===== src/rtl/l2_dbgbus_tx.sv =====
// l2_dbgbus_tx: per-bank L2 debug-bus source. It selects one debug source, qualifies it
// (continuous or triggered burst), buffers it in a FIFO and re-presents collided words.
module l2_dbgbus_tx #(
    parameter int DW    = 40,
    parameter int NSRC  = 4,
    parameter int DEPTH = 4,
    parameter int HIPRI = 1
) (
    input  logic                    rclk,
    input  logic                    arst_l,
    input  logic [NSRC*DW-1:0]      src_data,
    input  logic [NSRC-1:0]         src_vld,
    input  logic                    csr_en,
    input  logic [$clog2(NSRC)-1:0] csr_sel,
    input  logic                    csr_mode,
    input  logic [7:0]              csr_blen,
    input  logic                    trig_in,
    input  logic                    peer_vld,
    output logic [DW:0]             dbgbus_out,
    output logic [7:0]              ovf_cnt,
    output logic                    burst_done
);
    localparam int AW = $clog2(DEPTH);
    localparam logic [AW:0] FULL = (AW+1)'(DEPTH);
    localparam logic HP = (HIPRI != 0);
    localparam logic [1:0] IDLE = 2'd0, ARMED = 2'd1, BURST = 2'd2, DONE = 2'd3;

    logic [1:0]    r_state;
    logic [8:0]    r_bcnt;
    logic [DW-1:0] r_mem [DEPTH];
    logic [AW-1:0] r_wp, r_rp;
    logic [AW:0]   r_cnt;
    logic          r_out_vld;
    logic [DW-1:0] r_out_dat;
    logic [7:0]    r_ovf;

    logic [DW-1:0] w_src [NSRC];
    logic [DW-1:0] w_sd;
    logic          w_sv, w_cap, w_full, w_empty, w_load, w_pop, w_push, w_drop;

    for (genvar i = 0; i < NSRC; i++) begin : g_src
        assign w_src[i] = src_data[i*DW +: DW];
    end

    assign w_sv    = src_vld[csr_sel];
    assign w_sd    = w_src[csr_sel];
    assign w_full  = r_cnt == FULL;
    assign w_empty = r_cnt == '0;
    assign w_cap   = csr_en & w_sv & (~csr_mode | (r_state == BURST));
    // The register reloads when empty or when the repeater took the word; bank 0 always wins.
    assign w_load  = csr_en & (~r_out_vld | HP | ~peer_vld);
    assign w_pop   = w_load & ~w_empty;
    assign w_push  = w_cap & (~w_full | w_pop);
    assign w_drop  = w_cap & w_full & ~w_pop;

    always_ff @(posedge rclk) begin
        if (w_push)
            r_mem[r_wp] <= w_sd;
    end

    always_ff @(posedge rclk or negedge arst_l) begin
        if (!arst_l) begin
            r_wp  <= '0;
            r_rp  <= '0;
            r_cnt <= '0;
        end else if (!csr_en) begin
            r_wp  <= '0;
            r_rp  <= '0;
            r_cnt <= '0;
        end else begin
            if (w_push)
                r_wp <= r_wp + AW'(1);
            if (w_pop)
                r_rp <= r_rp + AW'(1);
            r_cnt <= r_cnt + (AW+1)'(w_push) - (AW+1)'(w_pop);
        end
    end

    always_ff @(posedge rclk or negedge arst_l) begin
        if (!arst_l) begin
            r_out_vld <= 1'b0;
            r_out_dat <= '0;
        end else if (!csr_en) begin
            r_out_vld <= 1'b0;
        end else if (w_load) begin
            r_out_vld <= w_pop;
            if (w_pop)
                r_out_dat <= r_mem[r_rp];
        end
    end

    always_ff @(posedge rclk or negedge arst_l) begin
        if (!arst_l)
            r_ovf <= 8'd0;
        else if (w_drop && r_ovf != 8'hFF)
            r_ovf <= r_ovf + 8'd1;
    end

    // Burst counter counts every valid source cycle, captured or dropped.
    always_ff @(posedge rclk or negedge arst_l) begin
        if (!arst_l) begin
            r_state <= IDLE;
            r_bcnt  <= '0;
        end else if (!csr_en) begin
            r_state <= IDLE;
        end else begin
            case (r_state)
                IDLE:
                    if (csr_mode)
                        r_state <= ARMED;
                ARMED:
                    if (trig_in) begin
                        r_state <= BURST;
                        r_bcnt  <= (csr_blen == 8'd0) ? 9'd256 : {1'b0, csr_blen};
                    end
                BURST:
                    if (w_sv) begin
                        r_bcnt <= r_bcnt - 9'd1;
                        if (r_bcnt == 9'd1)
                            r_state <= DONE;
                    end
                default: ;
            endcase
        end
    end

    assign dbgbus_out = {r_out_vld, r_out_dat};
    assign ovf_cnt    = r_ovf;
    assign burst_done = r_state == DONE;
endmodule


===== config.mk =====
export PLATFORM = sky130hd
export DESIGN_NAME = l2_dbgbus_tx
export DESIGN_NICKNAME = d
export VERILOG_FILES = /design/src/rtl/l2_dbgbus_tx.sv
export SDC_FILE = /design/constraint.sdc
export NUM_CORES = 1
export LEC_CHECK = 0
export ABC_AREA = 1
export CAP_MARGIN = 10
export CORE_MARGIN = 1
export CORE_UTILIZATION = 40
export CTS_CLUSTER_DIAMETER = 40
export DETAILED_ROUTE_END_ITERATION = 12
export GPL_TIMING_DRIVEN = 0
export PLACE_DENSITY_LB_ADDON = 0.2
export SKIP_CTS_REPAIR_TIMING = 1
export SYNTH_ARGS = -nofsm -noshare
export SYNTH_HDL_FRONTEND = slang
export SYNTH_SLANG_ARGS = --single-unit

===== constraint.sdc =====
create_clock -name rclk -period 3.7 [get_ports rclk]
set_clock_uncertainty 0.15 [all_clocks]
set_input_delay 0.37 -clock rclk [delete_from_list [all_inputs] [get_ports rclk]]
set_output_delay 0.37 -clock rclk [all_outputs]
set_load 0.005 [all_outputs]

==> results.py <==
metrics = {
    "timing": {
        "setup_viol": 0,
        "rsz0062_at_grt": "false",
        "holdWs_ps": 3.598,
        "maxSlewViolCount": 0,
        "layout_min_cycle_time_ps": 3013,
        "slew_headroom_pct": 49.07,
        "hold_violations": 0,
        "fin_crit_sh_pct": 81.43,
        "worst_slew_pin_slew_ps": 762.2,
        "fmax_ghz": 0.3319,
    },
    "outcome": {
        "status": "completed",
    },
    "final_layout": {
        "seqCellArea_sq_um": 6481,
        "final_nets": 1455,
        "diodes": 0,
        "area_growth_syn_to_layout_pct": 40.30,
        "drive_gt1_share_pct": 8.929,
        "instances_no_fill": 1612,
        "fin_util_pct": 57.63,
        "nFillCells": 2085,
        "multi_input_area_sq_um": 3163,
        "design_area_sq_um": 14140,
    },
    "grt": {
        "overflow": 0,
        "antenna_found_initial": 0,
        "grt_start_max_net_pins": 56,
        "grt_pass1_wl_um": 42890,
        "grt_pass1_vias": 8147,
        "track_usage_pct": 21.50,
    },
    "floorplan": {
        "die_height_um": 160.7,
        "rows": 57,
        "dieArea_sq_um": 25830,
        "core_area_sq_um": 24530,
        "ios": 230,
        "initial_core_util_pct": 41.08,
        "die_x_um": 160.7,
    },
    "clocking": {
        "cts_buffer_depth": 3,
        "cts_root_buf": "clkbuf_16",
        "numCtsBuffers": 35,
        "cts_sinks": 227,
        "cts_tree": "done",
        "path_clk_slew_ps": 50,
        "htreeDepth": 2,
        "clock_latency_ps": 520,
    },
    "detailed_routing": {
        "vias": 8276,
        "drt_first_pass_iters": 4,
        "drt-vias-per-instance": 5.134,
        "antenna_left": 0,
        "drt_iter0_drc": 586,
        "drc": 0,
        "routed_wl_um": 27880,
        "routedWlPerCell_um": 17.30,
    },
    "setup_path": {
        "cp.required_ps": 3930,
        "crit_path_end_kind": "register",
        "critPathBufInv": 4,
        "slowest_stage": "clkdlybuf4s50_1",
        "cp_slowest_stage_delay_ps": 830,
        "critical_path_depth": 11,
        "path_cells": "clkdlybuf4s50_1, inv_2, nand3_2, nand4_2, ha_1, inv_1, ha_1, inv_1, fa_1, xor2_1, nor2_1",
        "startpoint_type": "primary input",
        "reg2regPathDepth": 12,
        "critical_path_arrival_ps": 3240,
        "critPathMaxFanout": 7,
        "worst-setup-path-type": "primary input to register",
        "cpLargestDelayFamily": "buffers and inverters",
    },
    "power": {
        "ir_drop_v": 0.0004183,
        "leakagePower_uw": 0.005316,
        "power_uw": 9543,
        "power_density_nw_per_um2": 674.9,
    },
    "synth": {
        "synth_edf_count": 160,
        "synth.avg_cell_area_sq_um": 10.16,
        "yosys.cell_types.count": 35,
        "syn-num-nets": 1185,
        "syn-cell-area_sq_um": 10080,
        "ys_seq_area_share_pct": 64.31,
        "async_flop_share_pct": 29.52,
        "syn_inst": 992,
        "ys_warn_count": 0,
        "synth-seq-cells": 227,
        "ys.flop_type": "edfxtp_1",
    },
    "placement": {
        "gp_congestion": 0.8047,
        "post-dp-hpwl_um": 18270,
        "port_buffers": 227,
        "dp_cells": 1548,
        "placed_area_sq_um": 12890,
    },
    "worst_hold_path": {
        "hold_class": "primary input to register",
        "holdPathStages": 3,
    },
    "job": {
        "max-cap-violations": 0,
    },
}
==> layout by cell type (no fill, tap or decap), drive strengths merged, types with 5 or more instances in the layout <==
cell           instances
nor2                 309
clkdlybuf4s50        226
o21ai                175
edfxtp               160
clkbuf                87
dfrtp                 67
nand2                 54
o22ai                 41
inv                   41
a31oi                 40
buf                   33
ha                    12
nand3                  9
clkinv                 9
bufinv                 6
nor3                   5
==> state kept, by name, summed over array words and instances, names as in the netlist <==
signal / flops
r_state: 2
r_wp: 2
r_out_vld: 1
r_out_dat: 40
r_bcnt: 9
r_cnt: 3
r_rp: 2
ovf_cnt: 8
r_mem: 160
==> cell usage after synthesis, types with 2 or more instances <==
library cell  instances  share of area [%]
o21ai_0             170                8.4
nand2_4               2               0.22
nor2_1              308                 11
inv_1                30                1.1
o21ai_2               4               0.35
clkbuf_1             42                1.6
clkbuf_2              4               0.20
nand2_1              51                1.9
buf_6                 2               0.22
nand4_1               2               0.12
a21oi_1               3               0.15
buf_2                23                1.1
buf_4                 2               0.15
nand3_1               7               0.35
o22ai_1              41                2.5
nor3_1                3               0.15
nand3_2               2               0.20
a31oi_1              40                2.5
inv_2                 4               0.15
dfrtp_1              67                 17
edfxtp_1            160                 48
ha_1                 12                1.5
==> area by class of cell <==
cell class / count / area share [%]
clock inverter: 22 / 2.186
tap: 324 / 2.867
clock buffer: 41 / 6.575
timing repair buffer: 233 / 16.88
buffer: 73 / 2.336
sequential: 227 / 45.84
multi-input combinational: 657 / 22.37
inverter: 35 / 0.9468
==> stage by stage <==
stage,setup slack (ps),setup TNS (ps)
5_1_grt,559.4,0
2_1_floorplan,394.9,0
4_1_cts,700.0,0
3_3_place_gp,-2072,-363460
6_report,687.2,0
3_5_place_dp,188.5,0
==> cell families (layout without fill, tap and decap cells) <==
| family | after synthesis | count (layout) | share of synthesized area, % |
|---|---|---|---|
| flip-flops | 227 | 227 | 64.31 |
| multiplexers | 1 | 1 | 0.09932 |
| buffers and inverters | 108 | 404 | 4.606 |
| AO/OA/AOI/OAI | 260 | 260 | 14.09 |
| AND/OR/NAND/NOR | 381 | 381 | 15.03 |
| adder cells (fa/ha/maj) | 13 | 13 | 1.688 |
| XOR/XNOR | 2 | 2 | 0.1738 |
==> final timing paths <==
kind | startpoint | endpoint | slack (ps)
max | csr_sel[1] | r_cnt[2]$_DFF_PN0_ | 690
min | csr_en | r_cnt[0]$_DFF_PN0_ | 4
max reg2reg | r_state[0]$_DFFE_PN0P_ | r_cnt[2]$_DFF_PN0_ | 940
min reg2reg | ovf_cnt[0]$_DFFE_PN0P_ | ovf_cnt[0]$_DFFE_PN0P_ | 300
max in group asynchronous | arst_l | r_bcnt[4]$_DFFE_PN0P_ | 2710
min in group asynchronous | arst_l | ovf_cnt[0]$_DFFE_PN0P_ | 120
==> worst register-to-register path: stages (launching register included) <==
cell and delay [ps]:
dfrtp_1 410, inv_1 110, ha_1 250, inv_2 60, nand2_1 100, nand4_2 340
ha_1 400, inv_1 60, ha_1 130, inv_1 50, fa_1 370, xor2_1 170
nor2_1 50
==> report_power, final <==
| part | total, uW | internal (uW) | switching [uW] |
|---|---|---|---|
| logic | 2780 | 1210 | 1580 |
| registers | 3320 | 3110 | 207 |
| clock network | 3440 | 2250 | 1190 |
==> per-layer routing <==
layer	GRT usage (%)	share of wire, %	vias up
li1	-	-	3986
met3	3.951	5.9	60
met5	0	0	-
met2	36.66	50	304
met1	26.79	42	3926
met4	9.177	2.9	0
No activity file was read; power rests on OpenSTA's default activity.
